`config.mk`:
```
export PLATFORM = sky130hd
export DESIGN_NAME = rd_port_arbiter_flat
export DESIGN_NICKNAME = d
export VERILOG_FILES = /design/src/rtl/rd_port_arbiter_if.sv /design/src/rtl/rd_port_arbiter.sv /design/src/flat_wrapper.sv
export SDC_FILE = /design/constraint.sdc
export NUM_CORES = 1
export LEC_CHECK = 0
export CAP_MARGIN = 20
export CORE_UTILIZATION = 35
export DETAILED_ROUTE_END_ITERATION = 6
export SYNTH_ARGS = -nofsm -noshare
export SYNTH_HDL_FRONTEND = slang
export SYNTH_SLANG_ARGS = --single-unit
```
`constraint.sdc`:
```
create_clock -name r_clk -period 1.9 [get_ports r_clk]
set_clock_uncertainty 0.15 [all_clocks]
set_input_delay 0.19 -clock r_clk [delete_from_list [all_inputs] [get_ports r_clk]]
set_output_delay 0.19 -clock r_clk [all_outputs]
set_load 0.02 [all_outputs]
```
`src/rtl/rd_port_arbiter_if.sv`:
```
// Requester-side bus of the read-port arbiter: two requesters share one
// read path; each has its own request/address/grant/valid/error strobes and
// both see the same registered read data.
interface rd_port_arbiter_if #(
   parameter int DATA_WIDTH = 8,
   parameter int ADDR_WIDTH = 1
);
   logic                  req0;
   logic                  req1;
   logic [ADDR_WIDTH-1:0] addr0;
   logic [ADDR_WIDTH-1:0] addr1;
   logic                  gnt0;
   logic                  gnt1;
   logic [DATA_WIDTH-1:0] rdata;
   logic                  rvld0;
   logic                  rvld1;
   logic                  rerr0;
   logic                  rerr1;

   // Requester view: drives requests, receives grants and responses.
   modport master (
      output req0, req1, addr0, addr1,
      input  gnt0, gnt1, rdata, rvld0, rvld1, rerr0, rerr1
   );

   // Arbiter view.
   modport slave (
      input  req0, req1, addr0, addr1,
      output gnt0, gnt1, rdata, rvld0, rvld1, rerr0, rerr1
   );
endinterface

```
`src/rtl/rd_port_arbiter.sv`:
```
// Read-port arbiter: two requesters share the read port of a dual-port RAM.
// Each one-cycle request is parked in a pending flag with its slot address;
// an idle FSM grants one pending request (round-robin when both wait),
// drives the RAM address, waits out the RAM read latency and returns the
// data, or reports an error if the slot held no unread data at grant time.
// Only one read is in flight at a time.
module rd_port_arbiter #(
   parameter int DATA_WIDTH = 8,
   parameter int ADDR_WIDTH = 1
) (
   input  logic                         r_clk,
   input  logic                         n_rst,
   rd_port_arbiter_if.slave             bus,
   input  logic [(1<<ADDR_WIDTH)-1:0]   status_vld,
   output logic [ADDR_WIDTH-1:0]        ram_rdaddr,
   input  logic [DATA_WIDTH-1:0]        ram_q,
   output logic [(1<<ADDR_WIDTH)-1:0]   r_done,
   output logic                         busy
);
   localparam int NSLOT = 1 << ADDR_WIDTH;
   localparam int NREQ  = 2;

   typedef enum logic [2:0] {
      ST_IDLE,
      ST_ADDR,
      ST_WAIT,
      ST_RESP,
      ST_ERR
   } state_t;

   state_t                 state_reg;
   state_t                 state_next;

   // Requester-indexed views of the bus inputs.
   logic [NREQ-1:0]        req_vec;
   logic [ADDR_WIDTH-1:0]  req_addr [NREQ];

   // Parked requests.
   logic                   pend_reg  [NREQ];
   logic [ADDR_WIDTH-1:0]  paddr_reg [NREQ];
   logic [NREQ-1:0]        grant_clr;

   // Arbitration and transaction context.
   logic                   win;
   logic                   last_reg;
   logic                   last_next;
   logic                   owner_reg;
   logic                   owner_next;

   // Registered outputs.
   logic [ADDR_WIDTH-1:0]  rdaddr_reg;
   logic [ADDR_WIDTH-1:0]  rdaddr_next;
   logic [DATA_WIDTH-1:0]  rdata_reg;
   logic [DATA_WIDTH-1:0]  rdata_next;
   logic [NREQ-1:0]        gnt_reg;
   logic [NREQ-1:0]        gnt_next;
   logic [NREQ-1:0]        rvld_reg;
   logic [NREQ-1:0]        rvld_next;
   logic [NREQ-1:0]        rerr_reg;
   logic [NREQ-1:0]        rerr_next;
   logic [NSLOT-1:0]       r_done_reg;
   logic [NSLOT-1:0]       r_done_next;
   logic                   busy_reg;
   logic                   busy_next;

   assign req_vec     = {bus.req1, bus.req0};
   assign req_addr[0] = bus.addr0;
   assign req_addr[1] = bus.addr1;

   genvar gi;
   generate
      for (gi = 0; gi < NREQ; gi++) begin : g_pend
         // Park a request; a repeat while already parked is dropped, unless
         // the parked one is being granted this very cycle, in which case the
         // new request takes its place.
         always_ff @(posedge r_clk or negedge n_rst) begin
            if (!n_rst) begin
               pend_reg[gi]  <= 1'b0;
               paddr_reg[gi] <= '0;
            end else if (req_vec[gi] && (!pend_reg[gi] || grant_clr[gi])) begin
               pend_reg[gi]  <= 1'b1;
               paddr_reg[gi] <= req_addr[gi];
            end else if (grant_clr[gi]) begin
               pend_reg[gi]  <= 1'b0;
            end
         end
      end
   endgenerate

   // FSM state register.
   always_ff @(posedge r_clk or negedge n_rst) begin
      if (!n_rst) begin
         state_reg <= ST_IDLE;
      end else begin
         state_reg <= state_next;
      end
   end

   // Next state, arbitration and next values of all registered outputs.
   always_comb begin
      state_next  = state_reg;
      win         = 1'b0;
      grant_clr   = '0;
      last_next   = last_reg;
      owner_next  = owner_reg;
      rdaddr_next = rdaddr_reg;
      rdata_next  = rdata_reg;
      gnt_next    = '0;
      rvld_next   = '0;
      rerr_next   = '0;
      r_done_next = '0;

      case (state_reg)
         ST_IDLE: begin
            if (pend_reg[0] || pend_reg[1]) begin
               // Contended: the one not served last goes; otherwise the sole
               // pending requester goes.
               if (pend_reg[0] && pend_reg[1]) begin
                  win = ~last_reg;
               end else begin
                  win = pend_reg[1];
               end
               grant_clr[win] = 1'b1;
               gnt_next[win]  = 1'b1;
               owner_next     = win;
               last_next      = win;
               rdaddr_next    = paddr_reg[win];
               // Slot status is judged once, here; later changes do not
               // affect an accepted read.
               if (status_vld[paddr_reg[win]]) begin
                  state_next = ST_ADDR;
               end else begin
                  state_next = ST_ERR;
               end
            end
         end
         ST_ADDR: begin
            // The RAM registers ram_rdaddr on this edge.
            state_next = ST_WAIT;
         end
         ST_WAIT: begin
            rdata_next = ram_q;
            state_next = ST_RESP;
         end
         ST_RESP: begin
            rvld_next[owner_reg]    = 1'b1;
            r_done_next[rdaddr_reg] = 1'b1;
            state_next              = ST_IDLE;
         end
         ST_ERR: begin
            rerr_next[owner_reg] = 1'b1;
            state_next           = ST_IDLE;
         end
         default: begin
            state_next = ST_IDLE;
         end
      endcase

      // busy spans the whole transaction as seen on the bus: from the grant
      // pulse through the final rvld/rerr pulse.
      busy_next = (state_next != ST_IDLE) || (state_reg == ST_RESP) ||
                  (state_reg == ST_ERR);
   end

   // Transaction context and registered outputs.
   always_ff @(posedge r_clk or negedge n_rst) begin
      if (!n_rst) begin
         last_reg   <= 1'b1;
         owner_reg  <= 1'b0;
         rdaddr_reg <= '0;
         rdata_reg  <= '0;
         gnt_reg    <= '0;
         rvld_reg   <= '0;
         rerr_reg   <= '0;
         r_done_reg <= '0;
         busy_reg   <= 1'b0;
      end else begin
         last_reg   <= last_next;
         owner_reg  <= owner_next;
         rdaddr_reg <= rdaddr_next;
         rdata_reg  <= rdata_next;
         gnt_reg    <= gnt_next;
         rvld_reg   <= rvld_next;
         rerr_reg   <= rerr_next;
         r_done_reg <= r_done_next;
         busy_reg   <= busy_next;
      end
   end

   assign bus.gnt0  = gnt_reg[0];
   assign bus.gnt1  = gnt_reg[1];
   assign bus.rvld0 = rvld_reg[0];
   assign bus.rvld1 = rvld_reg[1];
   assign bus.rerr0 = rerr_reg[0];
   assign bus.rerr1 = rerr_reg[1];
   assign bus.rdata = rdata_reg;
   assign ram_rdaddr = rdaddr_reg;
   assign r_done     = r_done_reg;
   assign busy       = busy_reg;
endmodule

```
`src/flat_wrapper.sv`:
```
// flat-port wrapper written by rule: the top's interface ports become plain ports
module rd_port_arbiter_flat 
#(
   parameter int DATA_WIDTH = 8,
   parameter int ADDR_WIDTH = 1
)
  (r_clk, n_rst, status_vld, ram_rdaddr, ram_q, r_done, busy, bus_req0, bus_req1, bus_addr0, bus_addr1, bus_gnt0, bus_gnt1, bus_rdata, bus_rvld0, bus_rvld1, bus_rerr0, bus_rerr1);
  rd_port_arbiter_if #(.DATA_WIDTH(DATA_WIDTH), .ADDR_WIDTH(ADDR_WIDTH)) bus_i ();
  input  logic r_clk;
  input  logic n_rst;
  input  logic [(1<<ADDR_WIDTH)-1:0] status_vld;
  output logic [ADDR_WIDTH-1:0] ram_rdaddr;
  input  logic [DATA_WIDTH-1:0] ram_q;
  output logic [(1<<ADDR_WIDTH)-1:0] r_done;
  output logic busy;
  input wire logic [$bits(bus_i.req0)-1:0] bus_req0;
  input wire logic [$bits(bus_i.req1)-1:0] bus_req1;
  input wire logic [$bits(bus_i.addr0)-1:0] bus_addr0;
  input wire logic [$bits(bus_i.addr1)-1:0] bus_addr1;
  output wire logic [$bits(bus_i.gnt0)-1:0] bus_gnt0;
  output wire logic [$bits(bus_i.gnt1)-1:0] bus_gnt1;
  output wire logic [$bits(bus_i.rdata)-1:0] bus_rdata;
  output wire logic [$bits(bus_i.rvld0)-1:0] bus_rvld0;
  output wire logic [$bits(bus_i.rvld1)-1:0] bus_rvld1;
  output wire logic [$bits(bus_i.rerr0)-1:0] bus_rerr0;
  output wire logic [$bits(bus_i.rerr1)-1:0] bus_rerr1;
  assign bus_i.req0 = bus_req0;
  assign bus_i.req1 = bus_req1;
  assign bus_i.addr0 = bus_addr0;
  assign bus_i.addr1 = bus_addr1;
  assign bus_gnt0 = bus_i.gnt0;
  assign bus_gnt1 = bus_i.gnt1;
  assign bus_rdata = bus_i.rdata;
  assign bus_rvld0 = bus_i.rvld0;
  assign bus_rvld1 = bus_i.rvld1;
  assign bus_rerr0 = bus_i.rerr0;
  assign bus_rerr1 = bus_i.rerr1;
  rd_port_arbiter #(.DATA_WIDTH(DATA_WIDTH), .ADDR_WIDTH(ADDR_WIDTH)) u_core (.r_clk(r_clk), .n_rst(n_rst), .bus(bus_i), .status_vld(status_vld), .ram_rdaddr(ram_rdaddr), .ram_q(ram_q), .r_done(r_done), .busy(busy));
endmodule
```
==> impl_results.md, run 1 <==
- CTS Hold Bufs: 0
- Root Buffer: clkbuf_4
- P_leak: 0.671 nW
- Final core utilization: 50.4%
- CTS tree: done
- Area share of the largest cell type after synthesis: 57.6%
- PostCTS Resize Cnt: 0
- Period utilisation layout: 90.1%
- Yosys reg bits: 27
- Post-Synthesis Cells: 84
- Leading cell type in the layout, fill and taps excluded: clkdlybuf4s50_1
- HP Class: in -> async
- Final HPWL DP: 1.46 mm
- Xor/xnor share of the synthesized area: 0.776%
- Fill count: 294
- Crit Path Class: reg -> out
- Compound-Gate Fraction of Synth Area: 9.20%
- Largest net degree at the start of global routing: 28
- Non-Filler Instances: 165
- Synth cell types: 28
- Slew @ Worst Pin: 0.362 ns
- Inst Count DP: 161
- Sink Count: 27
- TritonRoute pass-1 iters: 4
- Combinational family with the most area after synthesis: multiplexers
- Type of origin of the critical path: flip-flop
- ANT cells: 0
- Grt ovf: 0
- Post-Synth Adder-Cell Area: 0%
- Worst Path Max Fanout: 4
- # setup viols final: 0
- Cell taking the most area after synthesis: dfrtp_1
- Initial Util: 37.0%
- Routed length per instance: 12.2 um
- Total CTS buffers: 3
- Synth Warn #: 0
- WP data required: 1.56 ns
- Max reg flops: 8
- Final Max Slew Viols: 0
- Type of destination of the critical path: output pin
- Family with the most delay on the worst path: buffers and inverters
- Peak supply drop: 538 uV
- Top FF cell, synth: dfrtp_1
- Outcome: finished clean
- RSZ-0062 raised after global routing: false
- Most frequent cells in the layout: clkdlybuf4s50_1 (33), dfrtp_1 (26), mux2_4 (9), nor2_1 (6), and2_1 (5)
- Number of global-route vias before repair: 806
- Clock latency at the later pin of the worst-skew pair: 0.31 ns
- Global Route Usage Sum: 13.4%
- Critical path cell sequence: clkdlybuf4s50_1
- Number of enable flip-flop cells after synthesis: 0
- Core area: 0.00305 sq mm
- Number of max-cap violations: 0
- Postcts setup bufs: 0
- P per Cell Area: 1700 mW/mm^2
- Routed WL: 2.01 mm
- Synthesized Nets: 100
- Clock Path Buffers: 2
- Worst-path clk slew: 0.14 ns
- Register area share after synthesis: 60.0%
- Fin area: 0.00154 sq mm
- First-pass GRT wire length: 3.51 mm
- Vias after detailed routing: 754
- Rows: 20
- Achievable Freq: 584 MHz
- Max-slew headroom: 75.8%
- Initial drt markers: 21
- Nets: 138
- Async SR Flop Fraction: 100%
- Endpoints failing hold: 0
- Share of cells above drive strength 1: 15.7%
- Port Buffers: 33
- IO Pins: 34
- Tmin final: 1.71 ns
- Initial antenna violation count: 0
- Top post-synthesis cells by area: dfrtp_1 (58%), mux2_4 (12%), and2_1 (2.8%)
- DR DRC count: 0
- Post-Synth Simple-Gate Area: 13.3%
- Final ANT Viol Nets: 0
- Fraction of synthesized area in multiplexers: 14.6%
- Placement Cell Area: 0.00151 sq mm
- Setup TNS: 0 ns
- GP Congestion: 0.744
- DR vias/cell: 4.57
- Die Y: 58.8 um
- WP data arrival: 1.37 ns
- Slowest CP cell: clkdlybuf4s50_1
- CP Buf/Inv Count: 1
- Syn Area/Cell: 13.4 sq um
- Worst path max stage delay: 0.63 ns
- Full die area: 0.00346 sq mm
- Netlist Area Pre-Place: 0.00113 sq mm
- Synthesis-to-finish area growth: 36.4%
- Htree depth: 1
- Die width: 58.8 um
report_power, final:
| group | internal (mW) | switching, mW |
|---|---|---|
| Clock | 0.0819 | 0.157 |
| Combinational | 0.731 | 0.563 |
| Sequential | 0.834 | 0.246 |
| Total | 1.65 | 0.967 |
per-layer routing:
layer / global-route usage, % / part of all wire, % / vias up
met2: 21.4 / 45 / 24
li1: - / - / 371
met4: 4.08 / 0.70 / 0
met5: 0 / 0 / -
met1: 18.5 / 49 / 357
met3: 2.64 / 5.0 / 2
area by class of cell:
type,instances,area (sq um),share of cell area (%)
flip-flops and latches,27,677,44.0
multi-input cells,53,428,27.8
repair buffers,35,345,22.4
well taps,44,55.1,3.58
clock buffers,4,26.3,1.71
inverters,2,7.51,0.488
cells in the mapped netlist (2+ instances only):
cell      number
dfrtp_1       26
mux2_4         9
nor2_1         6
and2_1         5
a21oi_1        4
mux2i_1        3
nand2_1        3
or2_1          3
a21boi_1       2
a31oi_1        2
and3_1         2
inv_1          2
o21bai_1       2
through the flow:
step | power, mW | setup slack [ns] | hold slack, ns
floorplan | 1.93 | 0.394 | -0.256
global placement | 2.37 | 0.287 | 0.348
detailed placement | 2.41 | 0.270 | 0.343
CTS | 2.65 | 0.156 | 0.0847
global route | 2.82 | 0.113 | 0.0964
finish | 2.61 | 0.189 | 0.0819
cells by family after synthesis:
kind of cell / after synthesis
DFF: 27
and+or+nand+nor: 25
buffers and inverters: 4
AOI/OAI and AO/OA: 15
xor gates and xnor gates: 1
muxes: 12
final timing paths:
kind | from | end | cells past startpoint | slack (ns)
worst max-delay path | u_core.ram_rdaddr$_DFFE_PN0P_ | ram_rdaddr | 1 | 0.19
worst min-delay path | n_rst | u_core.rvld_reg[0]$_DFF_PN0_ | 2 | 0.08
worst max register to register | u_core.state_reg[0]$_DFF_PN0_ | u_core.paddr_reg[0]$_DFFE_PN0P_ | 3 | 0.27
worst min register to register | u_core.owner_reg$_DFFE_PN0P_ | u_core.rvld_reg[0]$_DFF_PN0_ | 1 | 0.36
max in group asynchronous | n_rst | u_core.last_reg$_DFFE_PN1P_ | 2 | 1.22
min in group r_clk | bus_addr0 | u_core.paddr_reg[1]$_DFFE_PN0P_ | 3 | 0.28
(Power assumes the default switching activity.)
==> run 2, diff against run 1 <==
Settings changed: SETUP_SLACK_MARGIN set to 0.3.
Clock period 1.9 ns to 1.99 ns, I/O delays scaled along.
==> run 2 against run 1 <==
Effect of this change: register-to-register slack improved by 0.08 ns; global-route usage about the same; die area unchanged; critical path type is now reg -> reg; largest power group unchanged.
==> impl_results.md, run 2 (synthesis results as in run 1) <==
- Tmin final: 1.64 ns
- Global Route Usage Sum: 13.5% (was 13.4%)
- FF-to-FF path depth: 4 (was 3)
- Peak supply drop: 523 uV (was 538 uV)
- GP Congestion: 0.744 (unchanged)
- Routed WL: 2.03 mm (was 2.01 mm)
- Worst Path Max Fanout: 10 (was 4)
- Die width: 58.8 um (unchanged)
- Initial antenna violation count: 0 (unchanged)
- WP data required: 2.05 ns (was 1.56 ns)
- Type of origin of the critical path: flip-flop (unchanged)
- TritonRoute pass-1 iters: 4 (unchanged)
- Full die area: 0.00346 sq mm (unchanged)
- IO Pins: 34 (unchanged)
- # setup viols final: 0 (unchanged)
- Core area: 0.00305 sq mm (unchanged)
- R2r setup slk: 0.35 ns (was 0.27 ns)
- Max-slew headroom: 75.1% (was 75.8%)
- ANT cells: 0 (unchanged)
- Fill count: 292 (was 294)
- Grt ovf: 0 (unchanged)
- Initial Util: 37.0% (unchanged)
- Slew @ Worst Pin: 0.374 ns (was 0.362 ns)
- CTS Hold Bufs: 0 (unchanged)
- Type of destination of the critical path: flip-flop (was output pin)
- PnR Total Power: 2.51 mW (was 2.61 mW)
- Achievable Freq: 608 MHz
- Vias after detailed routing: 761 (was 754)
- R2R Path End: u_core.bus.rdata[3]$_DFFE_PN0P_ (was u_core.paddr_reg[0]$_DFFE_PN0P_)
- Most frequent cells in the layout: clkdlybuf4s50_1 (27), dfrtp_1 (26), mux2_4 (9), nor2_1 (6) (was clkdlybuf4s50_1 (33), dfrtp_1 (26), mux2_4 (9), nor2_1 (6), and2_1 (5))
- Die Y: 58.8 um (unchanged)
- Outcome: finished clean (unchanged)
- Root Buffer: clkbuf_4 (unchanged)
- HP Class: in -> async (unchanged)
- Final Max Slew Viols: 0 (unchanged)
- First-pass GRT wire length: 3.52 mm (was 3.51 mm)
- Leading cell type in the layout, fill and taps excluded: clkdlybuf4s50_1 (unchanged)
- Nets: 138 (unchanged)
- Max reg flops: 8 (unchanged)
- RSZ-0062 raised after global routing: true (was false)
- DR DRC count: 0 (unchanged)
- Clock latency at the later pin of the worst-skew pair: 0.31 ns (about the same)
- Number of global-route vias before repair: 806 (unchanged)
- Inst Count DP: 161 (unchanged)
- Worst-path clk slew: 0.14 ns (about the same)
- Routed length per instance: 12.3 um (was 12.2 um)
- Final ANT Viol Nets: 0 (unchanged)
- WP data arrival: 1.71 ns (was 1.37 ns)
- P_leak: 0.718 nW (was 0.671 nW)
- Clock Path Buffers: 2 (unchanged)
- Htree depth: 1 (unchanged)
- DR vias/cell: 4.61 (was 4.57)
- Port Buffers: 33 (unchanged)
- Period utilisation layout: 82.6%
- Initial drt markers: 20 (was 21)
- Reg2reg start: u_core.state_reg[2]$_DFF_PN0_ (was u_core.state_reg[0]$_DFF_PN0_)
- Synthesis-to-finish area growth: 38.5% (was 36.4%)
- Sink Count: 27 (unchanged)
- Crit Path Class: reg -> reg (was reg -> out)
- Postcts setup bufs: 0 (unchanged)
- Total CTS buffers: 3 (unchanged)
- Rows: 20 (unchanged)
- Final HPWL DP: 1.46 mm (unchanged)
- Share of cells above drive strength 1: 15.7% (unchanged)
- Setup TNS: 0 ns (unchanged)
- Non-Filler Instances: 165 (unchanged)
- Endpoints failing hold: 0 (unchanged)
- P per Cell Area: 1610 mW/mm^2 (was 1700 mW/mm^2)
- CTS tree: done (unchanged)
- Smallest hold slack: 0.0910 ns (was 0.0819 ns)
- Largest net degree at the start of global routing: 28 (unchanged)
- Number of max-cap violations: 0 (unchanged)
==> run 2: cell count changes in the layout (fill, tap and decap cells not counted) <==
cell and change:
clkdlybuf4s50_1 -6, dlygate4sd2_1 +1, dlymetal6s2s_1 +5, a2111oi_2 -1
a2111oi_4 +1
==> run 2: critical path, stage by stage (launching register included) <==
cell     delay (ns)
dfrtp_1        0.53
nor2_1         0.20
and2_1         0.15
buf_4          0.20
mux2_4         0.31
==> run 2: worst max-delay path by stage <==
stage,start,to,cells after the start
6_report,u_core.state_reg[2]$_DFF_PN0_,u_core.bus.rdata[3]$_DFFE_PN0P_,4
4_1_cts,u_core.bus.rdata[7]$_DFFE_PN0P_,bus_rdata[7],1
2_1_floorplan,u_core.state_reg[0]$_DFF_PN0_,u_core.paddr_reg[0]$_DFFE_PN0P_,3
5_1_grt,u_core.state_reg[2]$_DFF_PN0_,u_core.bus.rdata[4]$_DFFE_PN0P_,4
3_3_place_gp,u_core.state_reg[0]$_DFF_PN0_,u_core.paddr_reg[0]$_DFFE_PN0P_,3
3_5_place_dp,u_core.state_reg[0]$_DFF_PN0_,u_core.paddr_reg[0]$_DFFE_PN0P_,3
==> run 2: layer usage <==
layer / vias to the layer above / GRT usage, % / wire length (um)
met4: 0 / 4.08 / 14
met1: 364 / 18.5 / 967
li1: 371 / - / -
met3: 2 / 2.64 / 106
met5: - / 0 / 0
met2: 24 / 21.6 / 944
==> run 2: stage by stage <==
step                      util, %  setup WS (ns)  area, sq um
final                        51.2          0.346         1560
after global routing         51.2          0.278         1560
after CTS                    50.4          0.326         1540
after detailed placement     49.5          0.360         1510
after global placement       49.5          0.377         1510
after floorplan                 -          0.484         1130
==> run 2: repair_timing <==
action	4_1_cts	5_1_grt
resized for setup	1	6
pin swaps	0	0
hold endpoints to repair	0	0
setup endpoints to repair	1	6
==> run 2: report_power, final <==
| group | leakage (nW) | switching, mW | internal [mW] |
|---|---|---|---|
| sequential | 0.326 | 0.249 | 0.796 |
| clock | 0.0150 | 0.151 | 0.0782 |
| combinational | 0.377 | 0.543 | 0.691 |
| total | 0.718 | 0.943 | 1.57 |
==> run 2: layout make-up <==
cell class                 count  area, sq um  share of cell area (%)
clock buffer                   4         26.3                    1.68
inverter                       2         7.51                   0.480
timing repair buffer          35          357                    22.8
multi-input combinational     53          440                    28.2
sequential                    27          677                    43.3
tap                           44         55.1                    3.52
==> run 3, diff against run 2 <==
Clock period 1.99 ns to 1.7 ns, I/O delays scaled along.
==> run 3 against run 2 <==
Effect of this change: setup slack got worse by 0.14 ns; critical path depth fell by 1; largest cell class unchanged; highest routed layer unchanged; critical path type unchanged; critical endpoint is now u_core.paddr_reg[0]$_DFFE_PN0P_; maximum frequency grew 10%.
==> impl_results.md, run 3 (synthesis results as in run 1) <==
- Clock Path Buffers: 2 (unchanged)
- DR DRC count: 0 (unchanged)
- Non-Filler Instances: 179 (was 165)
- Share of cells above drive strength 1: 37.0% (was 15.7%)
- Largest net degree at the start of global routing: 28 (unchanged)
- Most frequent cells in the layout: dfrtp_1 (22), clkdlybuf4s50_1 (15), buf_4 (13), mux2_4 (9), dlygate4sd2_1 (9) (was clkdlybuf4s50_1 (27), dfrtp_1 (26), mux2_4 (9), nor2_1 (6))
- Max reg flops: 8 (unchanged)
- P_leak: 0.796 nW (was 0.718 nW)
- Peak supply drop: 856 uV (was 523 uV)
- Fill count: 278 (was 292)
- Slew @ Worst Pin: 0.335 ns (was 0.374 ns)
- Final worst-path setup slack: 0.207 ns (was 0.346 ns)
- Htree depth: 1 (unchanged)
- Clock latency at the later pin of the worst-skew pair: 0.32 ns (was 0.31 ns)
- Root Buffer: clkbuf_4 (unchanged)
- Type of origin of the critical path: flip-flop (unchanged)
- Grt ovf: 0 (unchanged)
- PnR Total Power: 3.36 mW (was 2.51 mW)
- Worst Path Max Fanout: 4 (was 10)
- Tmin final: 1.49 ns (was 1.64 ns)
- GP Congestion: 0.758 (was 0.744)
- Post-place setup slack: 0.154 ns (was 0.360 ns)
- Die width: 58.8 um (unchanged)
- DR vias/cell: 4.54 (was 4.61)
- Total CTS buffers: 3 (unchanged)
- Setup TNS: 0 ns (unchanged)
- Endpoints failing hold: 0 (unchanged)
- First-pass GRT wire length: 3.80 mm (was 3.52 mm)
- ANT cells: 0 (unchanged)
- # setup viols final: 0 (unchanged)
- Final Max Slew Viols: 0 (unchanged)
- Global Route Usage Sum: 14.6% (was 13.5%)
- Max-slew headroom: 77.7% (was 75.1%)
- RSZ-0062 raised after global routing: true (unchanged)
- Routed length per instance: 12.5 um (was 12.3 um)
- Final ANT Viol Nets: 0 (unchanged)
- WP data required: 1.77 ns (was 2.05 ns)
- Nets: 152 (was 138)
- Vias after detailed routing: 813 (was 761)
- Routed WL: 2.23 mm (was 2.03 mm)
- Core area: 0.00305 sq mm (unchanged)
- Initial Util: 37.0% (unchanged)
- CTS tree: done (unchanged)
- Smallest hold slack: 0.0597 ns (was 0.0910 ns)
- Leading cell type in the layout, fill and taps excluded: dfrtp_1 (was clkdlybuf4s50_1)
- Die Y: 58.8 um (unchanged)
- Inst Count DP: 162 (was 161)
- Final HPWL DP: 1.45 mm (was 1.46 mm)
- Type of destination of the critical path: flip-flop (unchanged)
- Worst-path clk slew: 0.14 ns (about the same)
- Rows: 20 (unchanged)
- Crit Path Class: reg -> reg (unchanged)
- Achievable Freq: 670 MHz (was 608 MHz)
- Synthesis-to-finish area growth: 52.7% (was 38.5%)
- Initial drt markers: 10 (was 20)
- IO Pins: 34 (unchanged)
- Outcome: finished clean (unchanged)
- Period utilisation layout: 87.8% (was 82.6%)
- Initial antenna violation count: 0 (unchanged)
- Number of max-cap violations: 0 (unchanged)
- Number of global-route vias before repair: 872 (was 806)
- TritonRoute pass-1 iters: 4 (unchanged)
- Full die area: 0.00346 sq mm (unchanged)
- P per Cell Area: 1950 mW/mm^2 (was 1610 mW/mm^2)
- HP Class: in -> async (unchanged)
- Port Buffers: 33 (unchanged)
- WP data arrival: 1.56 ns (was 1.71 ns)
- Sink Count: 27 (unchanged)
-- run 3: changes by cell type in the layout (fill, tap and decap cells not counted), moves of 2 or more --
cell             change
clkdlybuf4s50_1     -12
a21boi_2             +2
and3_4               +2
dfrtp_2              +4
clkdlybuf4s15_1      +8
buf_6                +2
a21boi_1             -2
and3_1               -2
buf_4               +11
dfrtp_1              -4
dlygate4sd2_1        +8
dlymetal6s2s_1       -5
-- run 3: what timing repair did --
action                                  4_1_cts  5_1_grt
setup buffers                                 8        5
endpoints found under the setup margin       31       26
hold buffers                                  0        0
pin swaps                                     4        4
resized for setup                            24       23
-- run 3: critical path: stages, from the launching register on --
cell and delay [ns]:
dfrtp_2 0.48, a2111oi_4 0.39, o21ai_2 0.09, mux2_4 0.30
-- run 3: area by class of cell --
cell class                      instances  area (sq um)  area share [%]
Sequential cell                        27           682            39.6
Inverter                                2          7.51           0.436
Multi-Input combinational cell         53           498            28.9
Clock buffer                            4          26.3            1.53
Timing Repair Buffer                   49           454            26.4
Tap cell                               44          55.1            3.20
-- run 3: power by group --
group          total, mW  switching [mW]  internal [mW]
clock network      0.268           0.176         0.0917
registers           1.21           0.265          0.943
logic               1.88           0.803           1.08
total               3.35            1.24           2.11
-- run 3: final timing paths --
kind | startpoint | end | slack [ns] | cells past startpoint
min in group r_clk | bus_addr0 | u_core.paddr_reg[1]$_DFFE_PN0P_ | 0.27 | 3
worst max register to register | u_core.state_reg[2]$_DFF_PN0_ | u_core.paddr_reg[0]$_DFFE_PN0P_ | 0.21 | 3
worst max-delay path | u_core.state_reg[2]$_DFF_PN0_ | u_core.paddr_reg[0]$_DFFE_PN0P_ | 0.21 | 3
max in group asynchronous | n_rst | u_core.last_reg$_DFFE_PN1P_ | 1.05 | 2
worst min register to register | u_core.ram_rdaddr$_DFFE_PN0P_ | u_core.r_done[0]$_DFF_PN0_ | 0.38 | 1
worst min-delay path | n_rst | u_core.state_reg[0]$_DFF_PN0_ | 0.06 | 2
-- run 3: routing by layer --
metal,track usage (%),vias to the layer above,wire length [um]
met5,0,-,0
met4,5.10,0,8
met3,2.86,2,87
met2,25.3,24,1090
met1,18.2,391,1050
li1,-,396,-
-- run 3: stage by stage --
stage	area [sq um]	util (%)
CTS	1620	53.2
detailed placement	1550	50.7
global placement	1550	50.7
global route	1720	56.4
floorplan	1150	-
finish	1720	56.4
